**config.mk**
```make
export PLATFORM = sky130hd
export DESIGN_NAME = nic_cmd_arbiter
export DESIGN_NICKNAME = d
export VERILOG_FILES = /design/src/rtl/nic_cmd_arbiter.sv
export SDC_FILE = /design/constraint.sdc
export NUM_CORES = 1
export LEC_CHECK = 0
export BUFFER_PORTS_ARGS = -buffer_cell sky130_fd_sc_hd__buf_2
export CORE_AREA = 2 2 279 281
export CTS_CLUSTER_DIAMETER = 150
export CTS_CLUSTER_SIZE = 8
export DETAILED_ROUTE_END_ITERATION = 7
export DIE_AREA = 0 0 281 283
export PLACE_DENSITY_LB_ADDON = 0.2
export SETUP_SLACK_MARGIN = 0.05
export SYNTH_ARGS = -nofsm -noshare
export SYNTH_HDL_FRONTEND = slang
export SYNTH_SLANG_ARGS = --single-unit
```
**constraint.sdc**
```tcl
create_clock -name clk_i -period 2.5 [get_ports clk_i]
set_input_delay 0.125 -clock clk_i [delete_from_list [all_inputs] [get_ports clk_i]]
set_output_delay 0.125 -clock clk_i [all_outputs]
set_load 0.05 [all_outputs]
```
**src/rtl/nic_cmd_arbiter.sv**
```systemverilog
// Round-robin share of one NIC command port; each issued command is tagged with an outstanding-table slot
// and its completion is routed back. Grant -> cmd_valid_o one cycle later; a stalled output stage blocks new grants.
module nic_cmd_arbiter #(
    parameter int NUM_REQ         = 4,
    parameter int CMD_W           = 128,
    parameter int ID_W            = 8,
    parameter int MAX_OUTSTANDING = 8,
    parameter int TAG_W           = $clog2(MAX_OUTSTANDING)
) (
    input  logic                     clk_i,
    input  logic                     rst_ni,
    input  logic [NUM_REQ-1:0]       req_valid_i,
    output logic [NUM_REQ-1:0]       req_ready_o,
    input  logic [NUM_REQ*CMD_W-1:0] req_cmd_i,
    input  logic [NUM_REQ*ID_W-1:0]  req_id_i,
    output logic                     cmd_valid_o,
    input  logic                     cmd_ready_i,
    output logic [CMD_W-1:0]         cmd_o,
    output logic [TAG_W-1:0]         cmd_tag_o,
    input  logic                     cmd_resp_valid_i,
    input  logic [TAG_W-1:0]         cmd_resp_tag_i,
    output logic [NUM_REQ-1:0]       resp_valid_o,
    output logic [ID_W-1:0]          resp_id_o,
    output logic [TAG_W:0]           inflight_o,
    output logic                     busy_o,
    output logic                     err_o
);
    localparam int SRC_W = (NUM_REQ > 1) ? $clog2(NUM_REQ) : 1;

    typedef enum logic {ST_EMPTY = 1'b0, ST_FULL = 1'b1} stage_e;

    stage_e                     state_q, state_d;
    logic [CMD_W-1:0]           cmd_q, cmd_d;
    logic [TAG_W-1:0]           tag_q, tag_d;
    logic [SRC_W-1:0]           rr_q, rr_d;
    logic [MAX_OUTSTANDING-1:0] slot_vld_q, slot_vld_d;
    logic [SRC_W-1:0]           slot_src_q [MAX_OUTSTANDING];
    logic [SRC_W-1:0]           slot_src_d [MAX_OUTSTANDING];
    logic [ID_W-1:0]            slot_id_q  [MAX_OUTSTANDING];
    logic [ID_W-1:0]            slot_id_d  [MAX_OUTSTANDING];
    logic [TAG_W:0]             inflight_q, inflight_d;
    logic [NUM_REQ-1:0]         resp_vld_q, resp_vld_d;
    logic [ID_W-1:0]            resp_id_q, resp_id_d;
    logic                       err_q, err_d;

    logic             drain, any_free, grant, resp_hit, win_found;
    logic [SRC_W-1:0] win, cand;
    logic [TAG_W-1:0] free_idx;

    // Winner search starts at the RR pointer and wraps.
    always_comb begin
        win       = rr_q;
        cand      = '0;
        win_found = 1'b0;
        for (int i = 0; i < NUM_REQ; i++) begin
            cand = SRC_W'((int'(rr_q) + i) % NUM_REQ);
            if (!win_found && req_valid_i[cand]) begin
                win       = cand;
                win_found = 1'b1;
            end
        end
    end

    // Allocation only sees slots free at the start of the cycle; a same-cycle response frees one for next cycle.
    always_comb begin
        free_idx = '0;
        any_free = 1'b0;
        for (int s = MAX_OUTSTANDING - 1; s >= 0; s--) begin
            if (!slot_vld_q[s]) begin
                free_idx = TAG_W'(s);
                any_free = 1'b1;
            end
        end
    end

    assign drain    = (state_q == ST_FULL) && cmd_ready_i;
    assign grant    = rst_ni && ((state_q == ST_EMPTY) || drain) && any_free && win_found;
    assign resp_hit = cmd_resp_valid_i && slot_vld_q[cmd_resp_tag_i];

    always_ff @(posedge clk_i or negedge rst_ni) begin
        if (!rst_ni) begin
            state_q    <= ST_EMPTY;
            cmd_q      <= '0;
            tag_q      <= '0;
            rr_q       <= '0;
            slot_vld_q <= '0;
            inflight_q <= '0;
            resp_vld_q <= '0;
            resp_id_q  <= '0;
            err_q      <= 1'b0;
            for (int s = 0; s < MAX_OUTSTANDING; s++) begin
                slot_src_q[s] <= '0;
                slot_id_q[s]  <= '0;
            end
        end else begin
            state_q    <= state_d;
            cmd_q      <= cmd_d;
            tag_q      <= tag_d;
            rr_q       <= rr_d;
            slot_vld_q <= slot_vld_d;
            slot_src_q <= slot_src_d;
            slot_id_q  <= slot_id_d;
            inflight_q <= inflight_d;
            resp_vld_q <= resp_vld_d;
            resp_id_q  <= resp_id_d;
            err_q      <= err_d;
        end
    end

    always_comb begin
        state_d = state_q;
        if (grant) begin
            state_d = ST_FULL;
        end else if (drain) begin
            state_d = ST_EMPTY;
        end
    end

    always_comb begin
        cmd_valid_o = (state_q == ST_FULL);
        req_ready_o = '0;
        if (grant) begin
            req_ready_o[win] = 1'b1;
        end
    end

    always_comb begin
        cmd_d      = cmd_q;
        tag_d      = tag_q;
        rr_d       = rr_q;
        slot_vld_d = slot_vld_q;
        slot_src_d = slot_src_q;
        slot_id_d  = slot_id_q;
        resp_vld_d = '0;
        resp_id_d  = resp_id_q;
        err_d      = cmd_resp_valid_i && !slot_vld_q[cmd_resp_tag_i];
        inflight_d = inflight_q + {{TAG_W{1'b0}}, grant} - {{TAG_W{1'b0}}, resp_hit};
        if (resp_hit) begin
            slot_vld_d[cmd_resp_tag_i]             = 1'b0;
            resp_vld_d[slot_src_q[cmd_resp_tag_i]] = 1'b1;
            resp_id_d                              = slot_id_q[cmd_resp_tag_i];
        end
        if (grant) begin
            cmd_d                = req_cmd_i[win*CMD_W +: CMD_W];
            tag_d                = free_idx;
            rr_d                 = (win == SRC_W'(NUM_REQ - 1)) ? '0 : win + SRC_W'(1);
            slot_vld_d[free_idx] = 1'b1;
            slot_src_d[free_idx] = win;
            slot_id_d[free_idx]  = req_id_i[win*ID_W +: ID_W];
        end
    end

    assign cmd_o        = cmd_q;
    assign cmd_tag_o    = tag_q;
    assign resp_valid_o = resp_vld_q;
    assign resp_id_o    = resp_id_q;
    assign inflight_o   = inflight_q;
    assign err_o        = err_q;
    assign busy_o       = (state_q == ST_FULL) || (inflight_q != '0);

endmodule

```
==> results of run 1 <==
## worst min-delay path, cell delays in order
cell and delay [ns]:
buf_2 0.08, mux2i_1 0.11, o221ai_1 0.20
## flip-flops by register name, indices dropped and copies added, names as in the netlist
name          cells
cmd_valid_o       1
slot_vld_q        8
inflight_o        4
cmd_o           128
slot_src_q       16
resp_valid_o      4
err_o             1
rr_q              2
slot_id_q        64
cmd_tag_o         3
resp_id_o         8
## cells by family after synthesis
kind of cell    share of synthesized area (%)
compound gates                           13.1
xor+xnor                                0.132
fa+ha+maj                               0.996
buf+inv                                  4.76
flops                                    44.9
mux                                      28.6
simple gates                             7.58
## worst min path at each step
stage	endpoint	cells past startpoint	slack [ns]
after global placement	resp_id_o[0]	1	-0.08
after global routing	cmd_o[10]	3	0.02
after CTS	cmd_o[16]	3	0.004
final	cmd_o[16]	3	0.04
after detailed placement	resp_id_o[0]	1	-0.08
after floorplan	cmd_o[0]	0	-0.17
## stage by stage
stage / total power [mW] / hold slack [ns] / worst slack (ns) / TNS [ns]
3_5_place_dp: 19.4 / -0.0841 / -0.163 / -0.348
6_report: 24.5 / 0.0375 / -0.0478 / -0.0478
3_3_place_gp: 19.2 / -0.0836 / -0.185 / -0.363
2_1_floorplan: 15.4 / -0.171 / 0.0250 / 0
5_1_grt: 25.9 / 0.0227 / -0.187 / -0.421
4_1_cts: 24.7 / 0.00399 / -0.0701 / -0.0701
## per-layer routing
layer	global-route usage (%)	vias up	share of wire [%]
li1	-	6892	-
met1	20.7	7452	41
met2	30.6	593	49
met3	4.16	159	6.9
met4	6.24	16	3.3
met5	0	-	0.14
## cell usage after synthesis, types with 7 or more instances
cell	number
o21ai_0	20
mux2i_1	265
clkbuf_1	13
nor2_1	11
o221ai_1	128
a22oi_2	8
a21oi_1	15
nand2_1	185
and2_1	7
buf_4	30
mux4_2	11
inv_1	14
ha_1	9
nor2b_1	9
mux2_2	78
a21oi_2	8
buf_2	47
dfrtp_1	239
## power by group through the flow
| stage | Combinational, mW | Clock, mW | Sequential (mW) |
|---|---|---|---|
| 6_report | 13.7 | 4.33 | 6.55 |
| 5_1_grt | 14.5 | 4.68 | 6.76 |
| 4_1_cts | 13.6 | 4.52 | 6.55 |
| 3_5_place_dp | 12.8 | 0 | 6.60 |
| 3_3_place_gp | 12.7 | 0 | 6.54 |
| 2_1_floorplan | 5.13 | 0 | 10.3 |
## repair_timing
item	4_1_cts	5_1_grt
setup buffers	6	4
resized for setup	17	23
hold buffers	504	0
endpoints found under the setup margin	75	47
hold endpoints to repair	244	0
pin swaps	6	9
## cell type report
type / count / area share (%)
clock buffers: 37 / 3.59
clock inverters: 2 / 0.132
well taps: 1040 / 5.28
multi-input cells: 819 / 27.7
flip-flops and latches: 239 / 24.3
repair buffers: 1295 / 38.5
diodes: 23 / 0.234
inverters: 15 / 0.300
==> summary.md, run 1 <==
| Metric | Value |
|---|---|
| # nets final | `2,970` |
| Drt pass-1 iters | `6` |
| Largest area contributor in the netlist | `dfrtp_1` |
| Root Driver | `clkbuf_16` |
| Vias in the first global route | `approximately 16,000` |
| Hold Path Class | `in2reg` |
| Crit Path Max Fanout | `2` |
| Min-delay src | `req_cmd_i[400]` |
| Pwr/cell area | `approximately 1000 mW/mm^2` |
| Synth Area per Inst | `around 11 um^2` |
| F_max | `between 300 and 400 MHz` |
| Worst-Margin Slew | `1.02 ns` |
| Post-Syn Area | `approximately 0.013 mm^2` |
| Worst clock skew | `0.0280 ns` |
| Area grow syn2layout | `85.0%` |
| Post-layout util | `around a third` |
| Storage cell area | `around 0.006 mm^2` |
| CP max stage delay | `around 0.5 ns` |
| Worst-path cell chain | `mux4_2 > a222oi_1 > buf_4 > nand2b_4 > inv_4 > ha_4 > inv_2 > ha_4 > inv_2 > fa_2 > inv_1` |
| Total number of cells along the worst setup path | `11` |
| Clock buffer depth | `3` |
| Startpoint Class | `flop` |
| Initial antenna violation count | `35` |
| Max-cap viol count | `0` |
| IO Pins | `about 700` |
| CP Capture Point | `inflight_o[1]` |
| Internal Power | `13.1 mW` |
| Post-route insts no fill | `between 3,000 and 4,000` |
| Overall routing resource usage | `17.5%` |
| Slowest library cell on the worst path | `fa_2` |
| Warnings from Yosys | `0` |
| Max-slew headroom | `between 30% and 40%` |
| Pin count of the biggest net entering global routing | `roughly 140` |
| R2R cell count | `11` |
| Unique masters post-synth | `54` |
| Crit path capture type | `flop` |
| Reg2Reg Capture Point | `inflight_o[1]` |
| Global route total overflow | `0` |
| RePlAce Congestion | `approximately 0.92` |
| Clk network pwr share | `roughly 18%` |
| Post-DR wirelength/cell | `20.8 um` |
| Initial Utilization | `roughly 17%` |
| R2R Path Start | `slot_vld_q[7]` |
| Run status | `complete, but fails checks` |
| Most common cell after layout, fill and taps aside | `buf_2` |
| Max-slew violation count | `0` |
| Crit. Startpoint | `slot_vld_q[7]` |
| Cell Area, Placed | `0.0184 mm^2` |
| Minimum clock period | `~2.5 ns` |
| Maximum vdd drop | `approximately 0.00042 V` |
| Port Buf Inserts | `roughly 710` |
| CTS clock-pin slew for the worst setup and hold paths | `roughly 0.05 ns` |
| CTS Buf Count | `35` |
| Unrepaired setup endpoints after global routing | `true` |
| Ratio of final minimum period to clock period | `102%` |
| Share of layout cells above drive strength 1 | `between 30 and 40%` |
| WP data arrival | `2.98 ns` |
| Top-area cell type share of the netlist area | `between 40 and 50%` |
| Violated checks | `negative setup slack` |
| Endpoints failing setup | `1` |
| Post-synth EDFFs | `0` |
| Area taken by multi-input logic gates | `between 0.006 and 0.007 mm^2` |
| Remaining DRCs | `0` |
| Syn_nets | `~1,700` |
| Initial drt markers | `about 670` |
| Die area | `roughly 0.08 mm^2` |
| # clock sinks | `between 200 and 250` |
| H-tree levels | `2` |
| Drt total wl | `around 72,000 um` |
| Seq cells post-synth | `239` |
| Fin area | `approximately 0.025 mm^2` |
| Via-to-Cell Ratio | `around 4.4` |
| Flop2flop setup slack | `-0.05 ns` |
| Combinational power share | `55.7%` |
| Crit-path leading delay family | `adder cells` |
| Die W | `around 280 um` |
| Core Area | `approximately 0.077 mm^2` |
| Via count | `~15,000` |
| CTS tree | `yes` |
| Buf+Inv Stages, Crit Path | `5` |
| Row cnt | `a little over 100` |
| Reg power frac | `26.7%` |
| Final Hold Vio Count | `0` |
| Most frequent cells in the layout | `703 x buf_2, 504 x dlygate4sd3_1, 262 x mux2i_1` |
| Fraction of power spent switching nets | `46.5%` |
| Leak | `~12 nW` |
| Skew-Pair Late Insertion Delay | `about 0.54 ns` |
| Post-route setup slack | `-0.0478 ns` |
| Antenna-violating nets left | `0` |
| Worst setup path class | `reg2reg` |
| Die H | `~280 um` |
| Cells after synthesis | `roughly 1,200` |
| Post-Place Cells | `2,894` |
| Asr flop ratio synth | `100%` |
| P_sw | `about 11 mW` |
| Fillcell total | `7,897` |
| Critical Path RT | `roughly 3 ns` |
| Detailed Place HPWL | `around 53,000 um` |
| Ys flop type | `dfrtp_1` |
| Synth top area cells | `dfrtp_1 45%, mux2i_1 20%, o221ai_1 8.4%` |
| Seq/Total Area, Yosys | `between 40% and 50%` |
| First-pass GRT wire length | `104,000 um` |
Note: power is estimated with default switching activity, not from simulation.
==> run 2, diff against run 1 <==
--- a/config.mk
+++ b/config.mk
@@ -11,6 +11,7 @@
 export CTS_CLUSTER_SIZE = 8
 export DETAILED_ROUTE_END_ITERATION = 7
 export DIE_AREA = 0 0 281 283
+export HOLD_SLACK_MARGIN = 0.05
 export PLACE_DENSITY_LB_ADDON = 0.2
 export SETUP_SLACK_MARGIN = 0.05
 export SYNTH_ARGS = -nofsm -noshare
==> run 2 against run 1 <==
  * The flow still finishes with violations (negative setup slack)
  * Wire length grew 0.99%
  * Flip-flop and latch count stayed put
  * Highest routed layer unchanged
  * Die area unchanged
  * Combinational power about the same
  * Sequential share of layout area shrank 0.081 points
  * Count of clock-buffer cells in the layout unchanged
  * Hold slack gained 0.030 ns
  * Power is 0.46% higher
  * Largest cell class unchanged
==> summary.md, run 2 (synthesis gave the netlist of run 1 again) <==
| Metric | Value |
|---|---|
| Run status | `complete, but fails checks` |
| Violated checks | `negative setup slack` |
| Skew-Pair Late Insertion Delay | `0.55 ns` |
| Leak | `approximately 12 nW` |
| H-tree levels | `2` |
| CTS tree | `yes` |
| Hold Path Class | `in2reg` |
| Reg2Reg Capture Point | `inflight_o[1]` |
| Share of layout cells above drive strength 1 | `approximately 40%` |
| WP data arrival | `between 2 and 3 ns` |
| Crit Path Max Fanout | `2` |
| Max reg flops | `around 130` |
| First-pass GRT wire length | `between 100,000 and 150,000 um` |
| CTS clock-pin slew for the worst setup and hold paths | `around 0.06 ns` |
| Worst clock skew | `0.0285 ns` |
| Global route total overflow | `0` |
| Flop2flop setup slack | `-0.05 ns` |
| CTS Buf Count | `35` |
| Via-to-Cell Ratio | `4.35` |
| Max-cap viol count | `0` |
| Critical Path RT | `between 2 and 3 ns` |
| Detailed Place HPWL | `about 53,000 um` |
| # nets final | `a little under 3,000` |
| Row cnt | `roughly 100` |
| Most common cell after layout, fill and taps aside | `buf_2` |
| Core Area | `~0.077 mm^2` |
| Fraction of power spent switching nets | `a little under half` |
| Initial antenna violation count | `35` |
| Reg power frac | `26.6%` |
| Worst hold slack | `around 0.068 ns` |
| Initial drt markers | `674` |
| Endpoints failing setup | `1` |
| Pin count of the biggest net entering global routing | `roughly 140` |
| Via count | `around 15,000` |
| Worst Hold End | `cmd_o[124]` |
| Clock buffer depth | `3` |
| Internal Power | `approximately 13 mW` |
| Ratio of final minimum period to clock period | `102%` |
| Most frequent cells in the layout | `703 x buf_2, 510 x dlygate4sd3_1, 265 x mux2i_1` |
| Die H | `between 200 and 300 um` |
| Root Driver | `clkbuf_16` |
| Unrepaired setup endpoints after global routing | `true` |
| R2R cell count | `11` |
| Post-Place Cells | `2,894` |
| Antenna-violating nets left | `0` |
| Vias in the first global route | `around 16,000` |
| CP max stage delay | `just over 0.5 ns` |
| Minimum clock period | `2.55 ns` |
| Setup WS pre-CTS | `-0.163 ns` |
| Post-layout util | `around 32%` |
| Min-delay src | `req_cmd_i[508]` |
| IO Pins | `between 700 and 800` |
| Drt total wl | `around 73,000 um` |
| Overall routing resource usage | `between 15 and 20%` |
| Worst-Margin Slew | `1.05 ns` |
| Worst-path cell chain | `mux4_2 > a222oi_1 > buf_4 > nand2b_4 > inv_4 > ha_4 > inv_2 > ha_4 > inv_2 > fa_2 > inv_1` |
| RePlAce Congestion | `between 0.9 and 1` |
| Initial Utilization | `between 10% and 20%` |
| Crit path capture type | `flop` |
| Max-slew violation count | `0` |
| Maximum vdd drop | `around 0.00041 V` |
| Port Buf Inserts | `around 710` |
| P_sw | `about 11 mW` |
| R2R Path Start | `slot_vld_q[2]` |
| Slowest library cell on the worst path | `fa_2` |
| Remaining DRCs | `0` |
| Clk network pwr share | `between 15 and 20%` |
| Power Total | `roughly 25 mW` |
| F_max | `around 390 MHz` |
| Hold Path Depth | `3` |
| Final Hold Vio Count | `0` |
| Worst setup path class | `reg2reg` |
| Startpoint Class | `flop` |
| Pwr/cell area | `about 1000 mW/mm^2` |
| # clock sinks | `between 200 and 250` |
| Drt pass-1 iters | `5` |
| Crit. Startpoint | `slot_vld_q[2]` |
| Die area | `~0.08 mm^2` |
| Combinational power share | `around 56%` |
| Post-route setup slack | `-0.0487 ns` |
| Die W | `between 200 and 300 um` |
| Post-route insts no fill | `between 3,000 and 4,000` |
| Post-DR wirelength/cell | `approximately 21 um` |
| Max-slew headroom | `a little under a third` |
| Area grow syn2layout | `85.6%` |
run 2: cell count changes in the layout (fill, tap and decap cells not counted), sizes merged:
cell and delta:
dlygate4sd3 +6, clkbuf +2, diode -2
run 2: repair_timing:
item / in CTS / in global routing
pin swaps: 6 / 8
resized for setup: 17 / 18
cloned: 0 / 2
endpoints found under the hold margin: 245 / 0
hold buffers: 510 / 0
endpoints found under the setup margin: 75 / 47
setup buffers: 6 / 4
run 2: power groups by stage:
stage          Sequential, mW  Combinational [mW]  Clock (mW)
6_report                 6.55                13.8        4.35
5_1_grt                  6.77                14.6        4.68
4_1_cts                  6.55                13.6        4.52
3_5_place_dp             6.60                12.8           0
3_3_place_gp             6.54                12.7           0
2_1_floorplan            10.3                5.13           0
run 2: worst max-delay path: cells and delay by family (launching register included):
kind | cells | cell delay [ns]
fa+ha+maj | 3 | 0.83
mux | 1 | 0.45
flops | 1 | 0.39
buf+inv | 5 | 0.33
compound gates | 1 | 0.31
simple gates | 1 | 0.13
run 2: cell type report:
cell class / count / area [um^2]
fillers: 7900 / 52000
repair buffers: 1303 / 9580
multi-input cells: 819 / 6810
flip-flops and latches: 239 / 5980
well taps: 1040 / 1300
clock buffers: 37 / 883
inverters: 15 / 73.8
diodes: 21 / 52.6
clock inverters: 2 / 32.5
run 2: metrics by stage:
step	setup TNS, ns	instance area [um^2]
3_3_place_gp	-0.363	18400
2_1_floorplan	0	13300
6_report	-0.0487	24700
4_1_cts	-0.0701	24500
3_5_place_dp	-0.348	18400
5_1_grt	-0.421	24700
run 2: layer usage:
layer | up-vias | GRT usage [%] | wire length [um] | share of wire (%)
li1 | 6902 | - | - | -
met1 | 7450 | 20.7 | 29700 | 41
met2 | 604 | 30.6 | 35800 | 49
met3 | 159 | 4.22 | 5130 | 7.0
met4 | 16 | 6.34 | 2230 | 3.1
met5 | - | 0 | 103 | 0.14
run 2: worst max-delay path by stage:
stage                     to  slack [ns]  cells after the start
2_1_floorplan  inflight_o[1]        0.02                     10
3_3_place_gp   inflight_o[1]       -0.18                     11
3_5_place_dp   inflight_o[1]       -0.16                     11
4_1_cts        inflight_o[1]       -0.07                     11
6_report       inflight_o[1]       -0.05                     11
5_1_grt        inflight_o[1]       -0.19                     11
